### config.mk
export PLATFORM = sky130hd
export DESIGN_NAME = gst_shifter
export DESIGN_NICKNAME = d
export VERILOG_FILES = /design/src/rtl/gst_shifter_pkg.sv /design/src/rtl/gst_palette.sv /design/src/rtl/gst_shifter.sv
export SDC_FILE = /design/constraint.sdc
export NUM_CORES = 1
export LEC_CHECK = 0
export ABC_CLOCK_PERIOD_IN_PS = 2110
export CAP_MARGIN = 40
export CORE_ASPECT_RATIO = 0.7
export CORE_UTILIZATION = 50
export CTS_CLUSTER_DIAMETER = 60
export DETAILED_ROUTE_END_ITERATION = 8
export PLACE_DENSITY = 0.75
export SLEW_MARGIN = 20
export SYNTH_ARGS = -nofsm -noshare
export SYNTH_HDL_FRONTEND = slang
export SYNTH_SLANG_ARGS = --single-unit
### constraint.sdc
create_clock -name clk -period 2.11 [get_ports clk]
set_input_delay 0.422 -clock clk [delete_from_list [all_inputs] [get_ports clk]]
set_output_delay 0.422 -clock clk [all_outputs]
set_load 0.02 [all_outputs]
### src/rtl/gst_shifter_pkg.sv
// Shared definitions for the GST pixel serializer: resolution modes,
// plane counts and the 3:3:3 RGB colour type.
package gst_shifter_pkg;

  typedef enum logic [1:0] {
    MODE_LOW  = 2'b00,
    MODE_MED  = 2'b01,
    MODE_HIGH = 2'b10
  } mode_e;

  localparam int unsigned RGB_CW    = 3;
  localparam int unsigned RGB_W     = 3 * RGB_CW;
  localparam int unsigned PAL_DEPTH = 16;
  localparam int unsigned PAL_AW    = 4;

  typedef logic [RGB_W-1:0] rgb333_t;

  // mde1 set selects high resolution regardless of mde0
  function automatic mode_e decode_mode(input logic [1:0] mde);
    if (mde[1])
      return MODE_HIGH;
    else if (mde[0])
      return MODE_MED;
    else
      return MODE_LOW;
  endfunction

  function automatic logic [2:0] nplanes(input mode_e mode);
    case (mode)
      MODE_LOW: return 3'd4;
      MODE_MED: return 3'd2;
      default:  return 3'd1;
    endcase
  endfunction

endpackage

### src/rtl/gst_palette.sv
// 16-entry ST colour palette: one synchronous write port, combinational
// reads of an indexed entry and of entry 0 (used for mono polarity/border).
module gst_palette
  import gst_shifter_pkg::*;
(
  input  logic              i_clk,
  input  logic              i_resb,
  input  logic              i_we,
  input  logic [PAL_AW-1:0] i_addr,
  input  rgb333_t           i_din,
  input  logic [PAL_AW-1:0] i_rd_addr,
  output rgb333_t           o_rd_data,
  output rgb333_t           o_rd0_data
);

  rgb333_t r_mem [PAL_DEPTH];

  always_ff @(posedge i_clk or negedge i_resb) begin
    if (!i_resb) begin
      for (int unsigned i = 0; i < PAL_DEPTH; i++)
        r_mem[i] <= '0;
    end else if (i_we) begin
      r_mem[i_addr] <= i_din;
    end
  end

  assign o_rd_data  = r_mem[i_rd_addr];
  assign o_rd0_data = r_mem[0];

endmodule

### src/rtl/gst_shifter.sv
// GST pixel serializer: latches bitplane words on dcyc, loads shifters on
// sload, serializes at the mode's pixel rate and drives blanked RGB333.
module gst_shifter
  import gst_shifter_pkg::*;
#(
  parameter int unsigned DW = 16
) (
  input  logic          clk,
  input  logic          resb,
  input  logic          mde0,
  input  logic          mde1,
  input  logic [DW-1:0] din,
  input  logic          dcyc_n,
  input  logic          sload_n,
  input  logic          de,
  input  logic          blank_n,
  input  logic          pal_we,
  input  logic [3:0]    pal_addr,
  input  logic [8:0]    pal_din,
  output logic [2:0]    r,
  output logic [2:0]    g,
  output logic [2:0]    b
);

  logic          r_dcyc_prev;
  logic          r_sload_prev;
  logic [1:0]    r_mde;
  logic [DW-1:0] r_ir [4];
  logic [DW-1:0] r_sr [4];
  logic [1:0]    r_pcnt;
  logic [1:0]    r_div;
  rgb333_t       r_rgb;

  mode_e         w_mode;
  logic          w_dcyc_ev;
  logic          w_sload_ev;
  logic          w_mode_chg;
  logic          w_pe;
  logic [2:0]    w_np;
  logic [2:0]    w_pcnt_inc;
  logic [1:0]    w_ir_sel;
  logic [3:0]    w_idx;
  logic          w_mono;
  rgb333_t       w_pal_idx;
  rgb333_t       w_pal0;
  rgb333_t       w_color;

  assign w_mode     = decode_mode({mde1, mde0});
  assign w_np       = nplanes(w_mode);
  assign w_dcyc_ev  = !dcyc_n && r_dcyc_prev;
  assign w_sload_ev = !sload_n && r_sload_prev;
  assign w_mode_chg = ({mde1, mde0} != r_mde);
  assign w_pcnt_inc = {1'b0, r_pcnt} + 3'd1;
  // A word arriving together with sload belongs to the next line's plane 0
  assign w_ir_sel   = w_sload_ev ? 2'd0 : r_pcnt;

  always_comb begin
    w_pe = 1'b1;
    case (w_mode)
      MODE_LOW: w_pe = (r_div == 2'd3);
      MODE_MED: w_pe = r_div[0];
      default:  w_pe = 1'b1;
    endcase
  end

  always_ff @(posedge clk or negedge resb) begin
    if (!resb) begin
      r_dcyc_prev  <= 1'b1;
      r_sload_prev <= 1'b1;
      r_mde        <= '0;
      r_pcnt       <= '0;
      r_div        <= '0;
      for (int unsigned p = 0; p < 4; p++) begin
        r_ir[p] <= '0;
        r_sr[p] <= '0;
      end
    end else begin
      r_dcyc_prev  <= dcyc_n;
      r_sload_prev <= sload_n;
      r_mde        <= {mde1, mde0};
      r_div        <= w_sload_ev ? 2'd0 : r_div + 2'd1;

      for (int unsigned p = 0; p < 4; p++) begin
        if (w_sload_ev)
          r_sr[p] <= r_ir[p];
        else if (w_pe)
          r_sr[p] <= {r_sr[p][DW-2:0], 1'b0};
      end

      if (w_dcyc_ev)
        r_ir[w_ir_sel] <= din;

      if (w_sload_ev)
        r_pcnt <= (w_dcyc_ev && w_np != 3'd1) ? 2'd1 : 2'd0;
      else if (w_mode_chg)
        r_pcnt <= '0;
      else if (w_dcyc_ev)
        r_pcnt <= (w_pcnt_inc >= w_np) ? 2'd0 : w_pcnt_inc[1:0];
    end
  end

  always_comb begin
    w_idx = '0;
    case (w_mode)
      MODE_LOW: w_idx = {r_sr[3][DW-1], r_sr[2][DW-1], r_sr[1][DW-1], r_sr[0][DW-1]};
      MODE_MED: w_idx = {2'b00, r_sr[1][DW-1], r_sr[0][DW-1]};
      default:  w_idx = '0;
    endcase
    if (!de)
      w_idx = '0;
  end

  gst_palette u_palette (
    .i_clk      (clk),
    .i_resb     (resb),
    .i_we       (pal_we),
    .i_addr     (pal_addr),
    .i_din      (pal_din),
    .i_rd_addr  (w_idx),
    .o_rd_data  (w_pal_idx),
    .o_rd0_data (w_pal0)
  );

  // Mono: set pixel is black, palette entry 0 bit 0 inverts polarity
  always_comb begin
    w_mono  = de ? (r_sr[0][DW-1] ^ w_pal0[0]) : w_pal0[0];
    w_color = w_pal_idx;
    if (w_mode == MODE_HIGH)
      w_color = w_mono ? '0 : '1;
  end

  always_ff @(posedge clk or negedge resb) begin
    if (!resb)
      r_rgb <= '0;
    else
      r_rgb <= blank_n ? w_color : '0;
  end

  assign r = r_rgb[8:6];
  assign g = r_rgb[5:3];
  assign b = r_rgb[2:0];

endmodule

# Yosys cells after proc, flatten, opt, wreduce, memory -nomap -nowiden
# Index checks and enable logic that the tools add are counted.
[totals]
latchBits = 0
rom_bits = 0
inputBits = 38
ramBits = 0
word_cells = 91
n_memories = 0
out_inout_bits = 9
reg_bits = 289
[classes]
div_mod_pow = 0
shifts = 0
n_lt_le_gt_ge = 6
n_mul = 0
n_mux = 34
addsub = 2
n_eq_ne = 5
reduce_logical = 10
bitwise_logic = 4
[ops]
columns = ["cell", "count"]
rows = [
  ["bitwise mux 144 bit", 1],
  ["two-way mux 16 bit", 9],
  ["bitwise mux 64 bit", 1],
  ["two-way mux 9 bit", 6],
  ["binary-select mux 9 bit (select 4 bit)", 1],
  ["demux 9 bit (select 4 bit)", 1],
  ["demux 16 bit (select 2 bit)", 1],
  ["two-way mux 2 bit", 7],
  [">= comparator 5 bit, second input constant", 2],
  ["NOT 4 -> 5 bit", 2],
  ["case mux 4 bit (2 select lines)", 1],
  ["case mux 3 bit (2 select lines)", 1],
  ["logical AND 1 bit", 5],
  ["< comparator 5 x 1 -> 1 bit, second input constant", 1],
  ["equality test 2 bit, second input constant", 2],
  ["two-way mux 4 bit", 1],
  ["adder 2 x 1 -> 3 bit, second input constant", 1],
  [">= comparator 3 bit", 1],
  [">= comparator 3 bit, second input constant", 1],
  ["< comparator 3 x 1 -> 1 bit, second input constant", 1],
  ["two-way mux 1 bit", 3],
  ["!= test 3 x 1 -> 1 bit, second input constant", 1],
  ["NOT 2 -> 3 bit", 1],
  ["nonzero test 3 bit", 1],
  ["8 further kinds", 9],
]

# Longest topological paths before layout
# Gate-level depths: netlist of the first run.
[logic_depth]
ltp_word = 11
depth_mapped = 8
mapped_depth_nobuf = 6

# Modules after synthesis
# A second synthesis of the first run with hierarchy kept.
[hier_totals]
cells_unflattened = 896
hier_area_um2 = 12809.8
[by_module_without_submodules]
columns = ["module", "seq_area_each_um2", "n_inst", "area_per_inst_um2", "cells_each"]
rows = [
  ["gst_palette", 3603.5, 1, 6705.2, 415],
  ["gst_shifter", 3631.0, 1, 6104.6, 481],
]

# Worst setup path before layout of the first run
# Ideal clock, no wire load.
[synth_timing]
path_type = "register to register"
start = "register r_dcyc_prev"
end = "register r_ir[22] (netlist bit)"
required_time_ps = 1985
path_buffers = 2
path_stages_with_launch = 7
setup_slack_ps = 359
synth_period_minus_slack_ps = 1751
t_arrival_ps = 1626
path_cell_list = "dfstp_2 nor2b_1 buf_2 nand3_1 nor2_2 buf_4 mux2_2"
[synth_via]
elab_chain_cells = 1
[synth_rtl]
columns = ["item", "line_no", "rtl"]
rows = [
  ["from (decl)", "gst_shifter.sv:25", "logic r_dcyc_prev;"],
  ["from (signal assigned)", "gst_shifter.sv:78", "r_dcyc_prev <= dcyc_n;"],
  ["logical AND 1 bit", "gst_shifter.sv:50", "assign w_dcyc_ev = !dcyc_n && r_dcyc_prev;"],
  ["to (signal, indexed assignment)", "gst_shifter.sv:91", "r_ir[w_ir_sel] <= din;"],
  ["to (decl)", "gst_shifter.sv:28", "logic [DW-1:0] r_ir [4];"],
]
# Every way passes these cells.
# A chain may end at the register's enable or synchronous reset.

# Final worst setup path of the first run
[layout_timing]
start = "input port mde1"
end = "register r_rgb[1]"
[layout_via]
elab_chain_cells = 10
elab_cells_between_ends = 12
classes_between = "2 x eq/ne; 8 x mux; 1 x bitwise; 1 x reduce/logical"
[layout_rtl]
columns = ["item", "line_no", "rtl"]
rows = [
  ["from (decl)", "gst_shifter.sv:11", "input logic mde1,"],
  ["two-way mux 2 bit *", "gst_shifter_pkg.sv:20", "if (mde[1])"],
  ["equality test 2 x 1 -> 1 bit or zero test 2 bit (tied branches)", "gst_shifter.sv:104", "case (w_mode)"],
  ["case mux 4 bit (2 select lines)", "gst_shifter.sv:104", ""],
  ["two-way mux 4 bit", "gst_shifter.sv:109", "if (!de)"],
  ["NOT 4 -> 5 bit (not written as such)", "gst_palette.sv:27", "assign o_rd_data = r_mem[i_rd_addr];"],
  ["binary-select mux 9 bit (select 4 bit)", "gst_palette.sv:27", ""],
  ["two-way mux 9 bit (not written as such) (2 in a row)", "gst_palette.sv:27", ""],
  ["two-way mux 9 bit *", "gst_shifter.sv:128", "if (w_mode == MODE_HIGH)"],
  ["two-way mux 9 bit *", "gst_shifter.sv:136", "r_rgb <= blank_n ? w_color : '0;"],
  ["to (signal assigned)", "gst_shifter.sv:136", ""],
  ["to (decl)", "gst_shifter.sv:32", "rgb333_t r_rgb;"],
]
# Mark *: on every way between the ends. The rest lies on a longest branch, timed or not. The select of a mux whose other input is x is not followed.

==> run summary, run 1 <==
Yosys warnings: 0
Layout cell share with drive strength beyond 1: 30.95%
Detail Route Antenna Nets: 0
Number of flops mapped to enable cells by yosys: 0
Fmax: 501.1 MHz
WL/cell: 20.23 um
Number of diodes: 0
DRC: 0
Sequential area share after synthesis: 55.93%
Fraction of registers with async set/reset: 100.0%
# setup viols final: 0
HP Class: in -> reg
Die Span X: 194.2 um
Row cnt: 48
Largest net degree at the start of global routing: 61
Post_cts resized: 0
Synth top cells by count: dfrtp_1 (287), mux2_2 (201), nand2_1 (128)
Worst-skew pair later-pin latency: 0.55 ns
Post-detailed-route via-to-cell ratio: 5.929
Yosys top cell by area: dfrtp_1
Routability Congestion: 0.8473
Vias: 9054
Num Clock Sinks: 289
Static Leak: 0.006878 uW
Fin Clk Skew: 0.01885 ns
Multi-input gate area: 5240 um^2
RSZ-0062 raised after global routing: false
CP required: 2.51 ns
Antenna violations before repair: 0
Dpl hpwl: 20.52 mm
Run status: finished, final reports clean
Main area contributors after synthesis: dfrtp_1 (56%), mux2_2 (18%), nand2_1 (3.7%)
Starting Density: 51.64%
Total congestion overflow: 0
Most used DFF post-synth: dfrtp_1
Syn Nets: 1129
Maximum fanout along the worst path: 10
H-tree lvl count: 1
Initial DRC Count: 927
Critical path class: in -> reg
Clock buffer count from CTS: 29
Synthesized cell area: 12930 um^2
Root Buffer: clkbuf_16
Mapped Cells: 1086
Worst VDD drop: 0.6537 mV
Critical Path Start Type: primary input
Die Y-Extent: 136.6 um
Post-synthesis register bit count: 289
Total track usage: 23.88%
Nets@finish: 1224
Endpoints failing hold: 0
Worst setup EP type: register
Vias in the first global route: 8891
Filler instances: 1922
Area growth from synthesis to layout: 20.03%
Core ar.: 25040 um^2
Final Max Slew Viols: 0
IO buf count: 46
First-pass GRT wire length: 49.82 mm
Hold slack: 0.3288 ns
Crit share post-route: 94.58%
TritonCTS clock tree: done
Sequential cell area: 7236 um^2
Die area: 26520 um^2
I/O Pins: 47
Cell variety after synth: 52
Max-cap violations: 0
CP arrival: 2.39 ns
R2R Setup Slk: 0.14 ns
Final Core Density: 61.99%
Bufs on Longest Clock Path: 3
DRT Wirelength: 30.90 mm
Worst-margin pin slew: 0.7522 ns
Top-area cell type share of the netlist area: 55.53%
Clk slew on worst S/H paths: 0.06 ns
Worst slew margin: 49.69%
Power density cells: 1033 nW/um^2
Syn_area_per_cell: 11.91 um^2
Min Clock Period, post-route: 1.996 ns
Count leader, synth: dfrtp_1
DR pass1 iterations: 5
-- per-layer routing --
layer  wire length [um]  part of all wire [%]  GRT usage, %
met5                  0                     0             0
met4                448                   1.4         4.541
met3               1945                   6.3         3.450
met2              13630                    44         35.85
met1              14870                    48         36.99
-- power breakdown --
group | total, uW | leakage, uW | switching [uW] | internal (uW)
clock network | 5480 | 0.000495 | 2200 | 3290
registers | 7350 | 0.00360 | 682 | 6670
logic | 3200 | 0.00278 | 1600 | 1610
-- state kept, by name, indices dropped and copies added, names as in the netlist --
name / cells
r_mde: 2
r_ir: 64
u_palette.o_rd0_data: 9
r_pcnt: 2
u_palette.r_mem: 135
r_div: 2
r_sr: 64
r_rgb: 9
r_sload_prev: 1
r_dcyc_prev: 1
-- kinds of logic after synthesis --
kind of cell             count (synthesis)  share of synthesized area, %
AND/OR/NAND/NOR                        304                         10.86
buffers and inverters                   83                         3.686
multiplexers                           227                         19.57
adder cells (fa/ha/maj)                  5                        0.4837
AO/OA/AOI/OAI                          175                         9.258
flip-flops                             289                         55.94
XOR/XNOR                                 3                        0.2032
-- final timing paths --
kind	start	to	depth (start not counted)
min reg2reg	u_palette.r_mem[84]	u_palette.r_mem[84]	1
max in group asynchronous	resb	r_rgb[1]	3
min	dcyc_n	r_dcyc_prev	1
max reg2reg	r_sr[47]	r_rgb[6]	6
min in group asynchronous	resb	r_sr[52]	2
max	mde1	r_rgb[1]	8
-- worst max-delay path, stage by stage --
cell and delay (ns):
clkdlybuf4s50_1 0.45, buf_4 0.19, nand4b_2 0.39, buf_4 0.27, nor2_1 0.12, a211oi_1 0.06, nor3_1 0.38, nor3_1 0.11
-- metrics by stage --
| stage | instance area [um^2] | worst slack (ns) | cells | TNS [ns] | total power, uW |
|---|---|---|---|---|---|
| floorplan | 12930 | 0.3595 | 1086 | 0 | 9391 |
| global placement | 14500 | -0.4012 | 1474 | -9.971 | 10450 |
| detailed placement | 14500 | -0.3771 | 1474 | -11.41 | 10590 |
| CTS | 15520 | 0.1305 | 1527 | 0 | 16110 |
| global route | 15520 | 0.004170 | 1527 | 0 | 16770 |
| finish | 15520 | 0.1144 | 1527 | 0 | 16040 |
-- area by class of cell --
class / instances / area share, %
tap: 325 / 2.619
timing repair buffer: 143 / 10.36
inverter: 4 / 0.09671
clock buffer: 38 / 5.150
sequential: 289 / 46.61
multi-input combinational: 714 / 33.75
clock inverter: 14 / 1.410
-- layout by cell type, fill, tap and decap left out, types with 33 or more instances in the layout --
master | netlist | routed
dfrtp_1 | 287 | 286
a31oi_1 | 61 | 61
nor2_1 | 76 | 76
nand2_1 | 128 | 127
buf_4 | 17 | 63
clkdlybuf4s50_1 | 0 | 45
buf_12 | 0 | 33
nand2b_1 | 38 | 37
mux2_2 | 201 | 201
o22ai_1 | 44 | 44
-- repair_timing --
item / CTS / global route
hold endpoints to repair: 45 / 0
endpoints found under the setup margin: 0 / 0
hold buffers: 1 / 0
setup buffers: 0 / 0
(Power assumes the default switching activity.)
==> run 2: changes to the inputs <==
--- a/config.mk
+++ b/config.mk
@@ -14,2 +14,3 @@
 export PLACE_DENSITY = 0.75
+export SETUP_SLACK_MARGIN = 0.05
 export SLEW_MARGIN = 20
==> constraint.sdc (replaced) <==
create_clock -name clk -period 2.11 [get_ports clk]
set_input_delay 0.211 -clock clk [delete_from_list [all_inputs] [get_ports clk]]
set_output_delay 0.211 -clock clk [all_outputs]
set_load 0.02 [all_outputs]
==> run summary, run 2 (synthesized netlist as in run 1, its figures left out) <==
H-tree lvl count: 1 (unchanged)
Layout cell share with drive strength beyond 1: 30.39% (-0.55 points)
Number of diodes: 0 (unchanged)
CP required: 2.50 ns (about the same)
RSZ-0062 raised after global routing: false
Power density cells: 1019 nW/um^2 (-1.4%)
Worst-skew pair later-pin latency: 0.55 ns (about the same)
Area growth from synthesis to layout: 18.06%
Most common cell after layout, fill and taps aside: dfrtp_1
Starting Density: 51.64% (unchanged)
Clock power share: 33.2% (-1.0 points)
Clk slew on worst S/H paths: 0.06 ns (about the same)
I/O Pins: 47 (unchanged)
Die Span X: 194.2 um (unchanged)
CP max stage delay: 0.51 ns (+0.06 ns)
Worst-margin pin slew: 0.7364 ns (-0.01584 ns)
Row cnt: 48 (unchanged)
Total congestion overflow: 0 (unchanged)
Clock buffer count from CTS: 28 (-3.4%)
Worst setup EP type: register
Static Leak: 0.006790 uW (-1.3%)
Post_cts resized: 0 (unchanged)
Worst reg2reg path depth: 6 (unchanged)
Post-detailed-route via-to-cell ratio: 5.885 (-0.75%)
Run status: finished, final reports clean
IO buf count: 46 (unchanged)
Hold Crit Depth: 1 (unchanged)
Filler instances: 1946 (+1.2%)
Total track usage: 23.71% (-0.18 points)
Dpl hpwl: 19.48 mm (-5.1%)
Worst slew margin: 50.75% (+1.1 points)
Die area: 26520 um^2 (unchanged)
WL/cell: 19.95 um (-1.4%)
Fin Clk Skew: 0.02638 ns (+0.007531 ns)
DRC: 0 (unchanged)
# setup viols final: 0 (unchanged)
Detail Route Antenna Nets: 0 (unchanged)
Post-CTS setup repair buffer count: 0 (unchanged)
Critical path class: reg -> reg
Endpoints failing hold: 0 (unchanged)
Hold slack: 0.1250 ns (-0.2038 ns)
Post-Layout Cell Count: 1516 (-0.72%)
Min Clock Period, post-route: 1.940 ns (-0.05578 ns)
Vias in the first global route: 9079 (+2.1%)
Most frequent cells in the layout: dfrtp_1 (286), mux2_2 (201), nand2_1 (127)
Placed cells: 1463 (-0.75%)
Flop pwr share: 47.1% (+1.3 points)
Final setup TNS: 0 ns (unchanged)
TritonCTS clock tree: done
DR pass1 iterations: 5 (unchanged)
Fmax: 515.5 MHz (+2.9%)
Nets@finish: 1212 (-0.98%)
Final instance area: 15270 um^2 (-1.6%)
Routability Congestion: 0.8252 (-2.6%)
Sw Share: 27.74% (-0.16 points)
Gate power share: 19.7% (-0.3 points)
Final Max Slew Viols: 0 (unchanged)
Die Y-Extent: 136.6 um (unchanged)
P_sw: 4316 uW (-3.6%)
Critical Path Start Type: register
CP arrival: 2.33 ns (-0.06 ns)
Worst path cell trace: nand4bb_1, buf_12, o22ai_1, a211oi_1, nor3_1, nor3_1
Pint: 11240 uW (-2.8%)
Core ar.: 25040 um^2 (unchanged)
Top flop regs: u_palette.r_mem (135), r_ir (64), r_sr (64)
CTS Hold Bufs: 1 (unchanged)
CP most frequent cell: nor3_1
Placed cell area: 14300 um^2 (-1.3%)
Num Clock Sinks: 289 (unchanged)
HP Class: in -> reg
DRT Wirelength: 30.24 mm (-2.1%)
Maximum fanout along the worst path: 14 (+4)
Bufs on Longest Clock Path: 3 (unchanged)
Worst VDD drop: 0.6527 mV (-0.15%)
Antenna violations before repair: 0 (unchanged)
CP max stage cell: nor3_1
Initial DRC Count: 711 (-23%)
Max reg flops: 135 (unchanged)
Vias: 8921 (-1.5%)
Root Buffer: clkbuf_16
Crit share post-route: 91.94% (-2.6 points)
Final Core Density: 60.97% (-1.0 points)
Largest net degree at the start of global routing: 64 (+4.9%)
Top reg by flops: u_palette.r_mem
Max-cap violations: 0 (unchanged)
First-pass GRT wire length: 49.54 mm (-0.57%)
==> run 2: path summary, 6_finish.rpt <==
kind                               start                   to  slack, ns
min in group asynchronous           resb              r_ir[5]       0.19
max in group asynchronous           resb  u_palette.r_mem[29]       1.18
worst max register to register  r_sr[47]             r_rgb[8]       0.17
worst min-delay path              dcyc_n          r_dcyc_prev       0.13
worst max-delay path            r_sr[47]             r_rgb[8]       0.17
worst min register to register  r_div[0]             r_div[0]       0.47
==> run 2: power groups by stage <==
stage                     clock network (uW)  registers, uW  logic [uW]
final                                   5170           7320        3060
after global routing                    5480           7450        3380
after CTS                               5260           7300        3080
after detailed placement                   0           7390        3060
after global placement                     0           7340        2960
after floorplan                            0           7210        2190
==> run 2: cell type report <==
type                            count  area (um^2)  area share (%)
Inverter                            4        15.01         0.09833
Clock buffer                       38        798.3           5.228
Timing Repair Buffer              132         1414           9.259
Sequential cell                   289         7236           47.39
Clock inverter                     14        160.2           1.049
Multi-Input combinational cell    714         5240           34.32
Tap cell                          325        406.6           2.663
==> run 2: layer usage <==
layer / vias to the layer above / routed length [um] / track usage [%] / part of all wire (%)
li1: 4067 / - / - / -
met1: 4569 / 14540 / 35.53 / 48
met2: 251 / 13330 / 36.01 / 44
met3: 34 / 1828 / 4.066 / 6.0
met4: 0 / 541 / 5.600 / 1.8
met5: - / 0 / 0 / 0
==> run 2: metrics by stage <==
stage	total power (uW)	setup slack, ns
6_report	15560	0.1701
5_1_grt	16320	0.07147
4_1_cts	15640	0.2510
3_5_place_dp	10440	-0.1707
3_3_place_gp	10290	-0.1890
2_1_floorplan	9391	0.3595
==> run 2: worst max-delay path: cells and delay by family (launching register included) <==
kind,cells,cell delay [ns]
AND/OR/NAND/NOR,3,0.91
flip-flops,1,0.46
AO/OA/AOI/OAI,2,0.21
buffers and inverters,1,0.20
==> run 3: changes to the inputs <==
--- a/config.mk
+++ b/config.mk
@@ -9,7 +9,10 @@
 export CAP_MARGIN = 40
+export CELL_PAD_IN_SITES_DETAIL_PLACEMENT = 2
+export CELL_PAD_IN_SITES_GLOBAL_PLACEMENT = 2
 export CORE_ASPECT_RATIO = 0.7
-export CORE_UTILIZATION = 50
+export CORE_UTILIZATION = 44
+export CTS_BUF_LIST = sky130_fd_sc_hd__clkbuf_4 sky130_fd_sc_hd__clkbuf_8
 export CTS_CLUSTER_DIAMETER = 60
 export DETAILED_ROUTE_END_ITERATION = 8
-export PLACE_DENSITY = 0.75
+export PLACE_DENSITY = 0.9
 export SETUP_SLACK_MARGIN = 0.05
==> constraint.sdc (replaced) <==
create_clock -name clk -period 2.11 [get_ports clk]
set_input_delay 0.5275 -clock clk [delete_from_list [all_inputs] [get_ports clk]]
set_output_delay 0.5275 -clock clk [all_outputs]
set_load 0.02 [all_outputs]
==> run summary, run 3 (synthesized netlist as in run 1, its figures left out) <==
Run status: finished with violations
Violated checks: negative setup slack
Starting Density: 44.77% (-6.9 points)
Fin Clk Skew: 0.04063 ns (+0.01425 ns)
Fmax: 464.0 MHz (-10%)
Dpl hpwl: 31.46 mm (+61%)
Hold slack: 0.4317 ns (+0.3066 ns)
Die Span X: 206.9 um (+6.5%)
Top reg by flops: u_palette.r_mem
Power density cells: 1077 nW/um^2 (+5.7%)
Worst setup EP type: register
Flop pwr share: 45.7% (-1.4 points)
Pint: 10970 uW (-2.4%)
Antenna violations before repair: 0 (unchanged)
Number of diodes: 0 (unchanged)
Most common cell after layout, fill and taps aside: dfrtp_1
Core ar.: 28890 um^2 (+15%)
P_sw: 5830 uW (+35%)
Top flop regs: u_palette.r_mem (135), r_ir (64), r_sr (64)
DRT Wirelength: 55.76 mm (+84%)
Post-detailed-route via-to-cell ratio: 6.467 (+9.9%)
Num Clock Sinks: 289 (unchanged)
Placed cells: 1531 (+4.6%)
Maximum fanout along the worst path: 33 (+19)
Vias in the first global route: 11.77k (+30%)
Min Clock Period, post-route: 2.155 ns (+0.2153 ns)
Vias: 10.41k (+17%)
DR pass1 iterations: 7 (+2)
Layout cell share with drive strength beyond 1: 34.36% (+4.0 points)
Critical Path Start Type: register
WL/cell: 34.66 um (+74%)
Worst path cell trace: buf_12, buf_4, nand2b_1, o22ai_1, a221oi_1, nor3_1, nor3_1
Die Y-Extent: 145.4 um (+6.5%)
CP arrival: 2.63 ns (+0.30 ns)
CP most frequent cell: nor3_1
Worst-margin pin slew: 0.7531 ns (+0.01672 ns)
Max reg flops: 135 (unchanged)
Critical path class: reg -> reg
Largest net degree at the start of global routing: 55 (-14%)
Sw Share: 34.71% (+7.0 points)
CP max stage delay: 0.53 ns (+0.02 ns)
First-pass GRT wire length: 83.15 mm (+68%)
Post-Layout Cell Count: 1609 (+6.1%)
DRC: 0 (unchanged)
I/O Pins: 47 (unchanged)
Clk slew on worst S/H paths: 0.08 ns (+0.02 ns)
Die area: 30100 um^2 (+13%)
CP required: 2.58 ns (+0.08 ns)
Nets@finish: 1247 (+2.9%)
Initial DRC Count: 964 (+36%)
Row cnt: 52 (+8.3%)
Clock buffer count from CTS: 46 (+64%)
Final worst slack: -0.04513 ns (-0.2153 ns)
TritonCTS clock tree: done
Bufs on Longest Clock Path: 3 (unchanged)
IO buf count: 46 (unchanged)
Final Max Slew Viols: 0 (unchanged)
Worst slew margin: 49.64% (-1.1 points)
Worst-skew pair later-pin latency: 0.64 ns (+0.09 ns)
CP max stage cell: dfrtp_2
Gate power share: 22.9% (+3.2 points)
Root Buffer: clkbuf_8
Clock power share: 31.3% (-1.9 points)
H-tree lvl count: 2 (+1)
Worst VDD drop: 0.5896 mV (-9.7%)
Total track usage: 37.96% (+14 points)
Endpoints failing hold: 0 (unchanged)
Area growth from synthesis to layout: 20.58%
Total congestion overflow: 0 (unchanged)
Static Leak: 0.006955 uW (+2.4%)
Max-cap violations: 0 (unchanged)
Routability Congestion: 0.8066 (-2.3%)
HP Class: in -> async
Crit share post-route: 102.1% (+10 points)
Detail Route Antenna Nets: 0 (unchanged)
RSZ-0062 raised after global routing: true
# setup viols final: 1 (+1)
Most frequent cells in the layout: dfrtp_1 (285), mux2_2 (201), nand2_1 (127)
==> run 3: cell types whose count changed in the layout (fill, tap and decap cells not counted), sizes merged <==
cell | previous run | this run
clkdlybuf4s50 | 45 | 34
clkinv | 11 | 2
bufinv | 3 | 0
inv | 4 | 6
clkbuf | 38 | 71
buf | 86 | 103
dlygate4sd2 | 0 | 11
==> run 3: final timing paths <==
| check | startpoint | endpoint | slack, ns | cells after the start |
|---|---|---|---|---|
| worst max-delay path | r_sr[63] | r_rgb[3] | -0.05 | 7 |
| worst min-delay path | resb | u_palette.r_mem[20] | 0.43 | 2 |
| worst max register to register | r_sr[63] | r_rgb[3] | -0.05 | 7 |
| worst min register to register | u_palette.r_mem[87] | u_palette.r_mem[87] | 0.50 | 1 |
| max in group asynchronous | resb | u_palette.r_mem[91] | 0.88 | 3 |
| min in group clk | dcyc_n | r_dcyc_prev | 0.44 | 1 |
==> run 3: timing repair <==
| action | in CTS | in global routing |
|---|---|---|
| setup buffers | 2 | 0 |
| gates resized for setup | 19 | 9 |
| setup endpoints to repair | 27 | 15 |
| hold buffers | 1 | 0 |
| endpoints found under the hold margin | 41 | 0 |
==> run 3: layer usage <==
metal	track usage, %	share of wire, %	up-vias
met5	0	0	-
met1	49.93	41	5546
met3	8.016	6.8	156
met2	61.40	49	585
li1	-	-	4119
met4	14.53	3.6	0
==> run 3: final cells by class <==
type / instances / area (um^2)
Clock buffer: 71 / 895.9
Multi-Input combinational cell: 714 / 5320
Sequential cell: 289 / 7237
Inverter: 4 / 15.01
Tap cell: 378 / 473.0
Clock inverter: 4 / 38.79
Fill cell: 2733 / 13290
Timing Repair Buffer: 149 / 1615
==> run 3: critical path: cells and delay by family, from the launching register on <==
kind,cells,cell delay (ns)
buffers and inverters,2,0.50
DFF,1,0.53
and+or+nand+nor,3,0.62
AOI/OAI and AO/OA,2,0.35
==> run 3: power by group through the flow <==
stage                     combinational (uW)  sequential, uW  clock (uW)
after floorplan                         2190            7210           0
after global placement                  3030            7350           0
after detailed placement                3420            7560           0
after CTS                               3710            7580        5260
after global routing                    4010            7710        5520
final                                   3850            7680        5270
==> run 3: stage by stage <==
step / TNS, ns / util (%) / instance area (um^2) / worst slack (ns) / total power, uW
2_1_floorplan: 0 / - / 12930 / 0.3438 / 9391
3_3_place_gp: -32.80 / 50.43 / 14570 / -0.4849 / 10380
3_5_place_dp: -64.72 / 50.43 / 14570 / -0.6255 / 10980
4_1_cts: 0 / 53.86 / 15560 / 0.08538 / 16550
5_1_grt: -0.03409 / 53.98 / 15600 / -0.01851 / 17240
6_report: -0.04513 / 53.98 / 15600 / -0.04513 / 16800
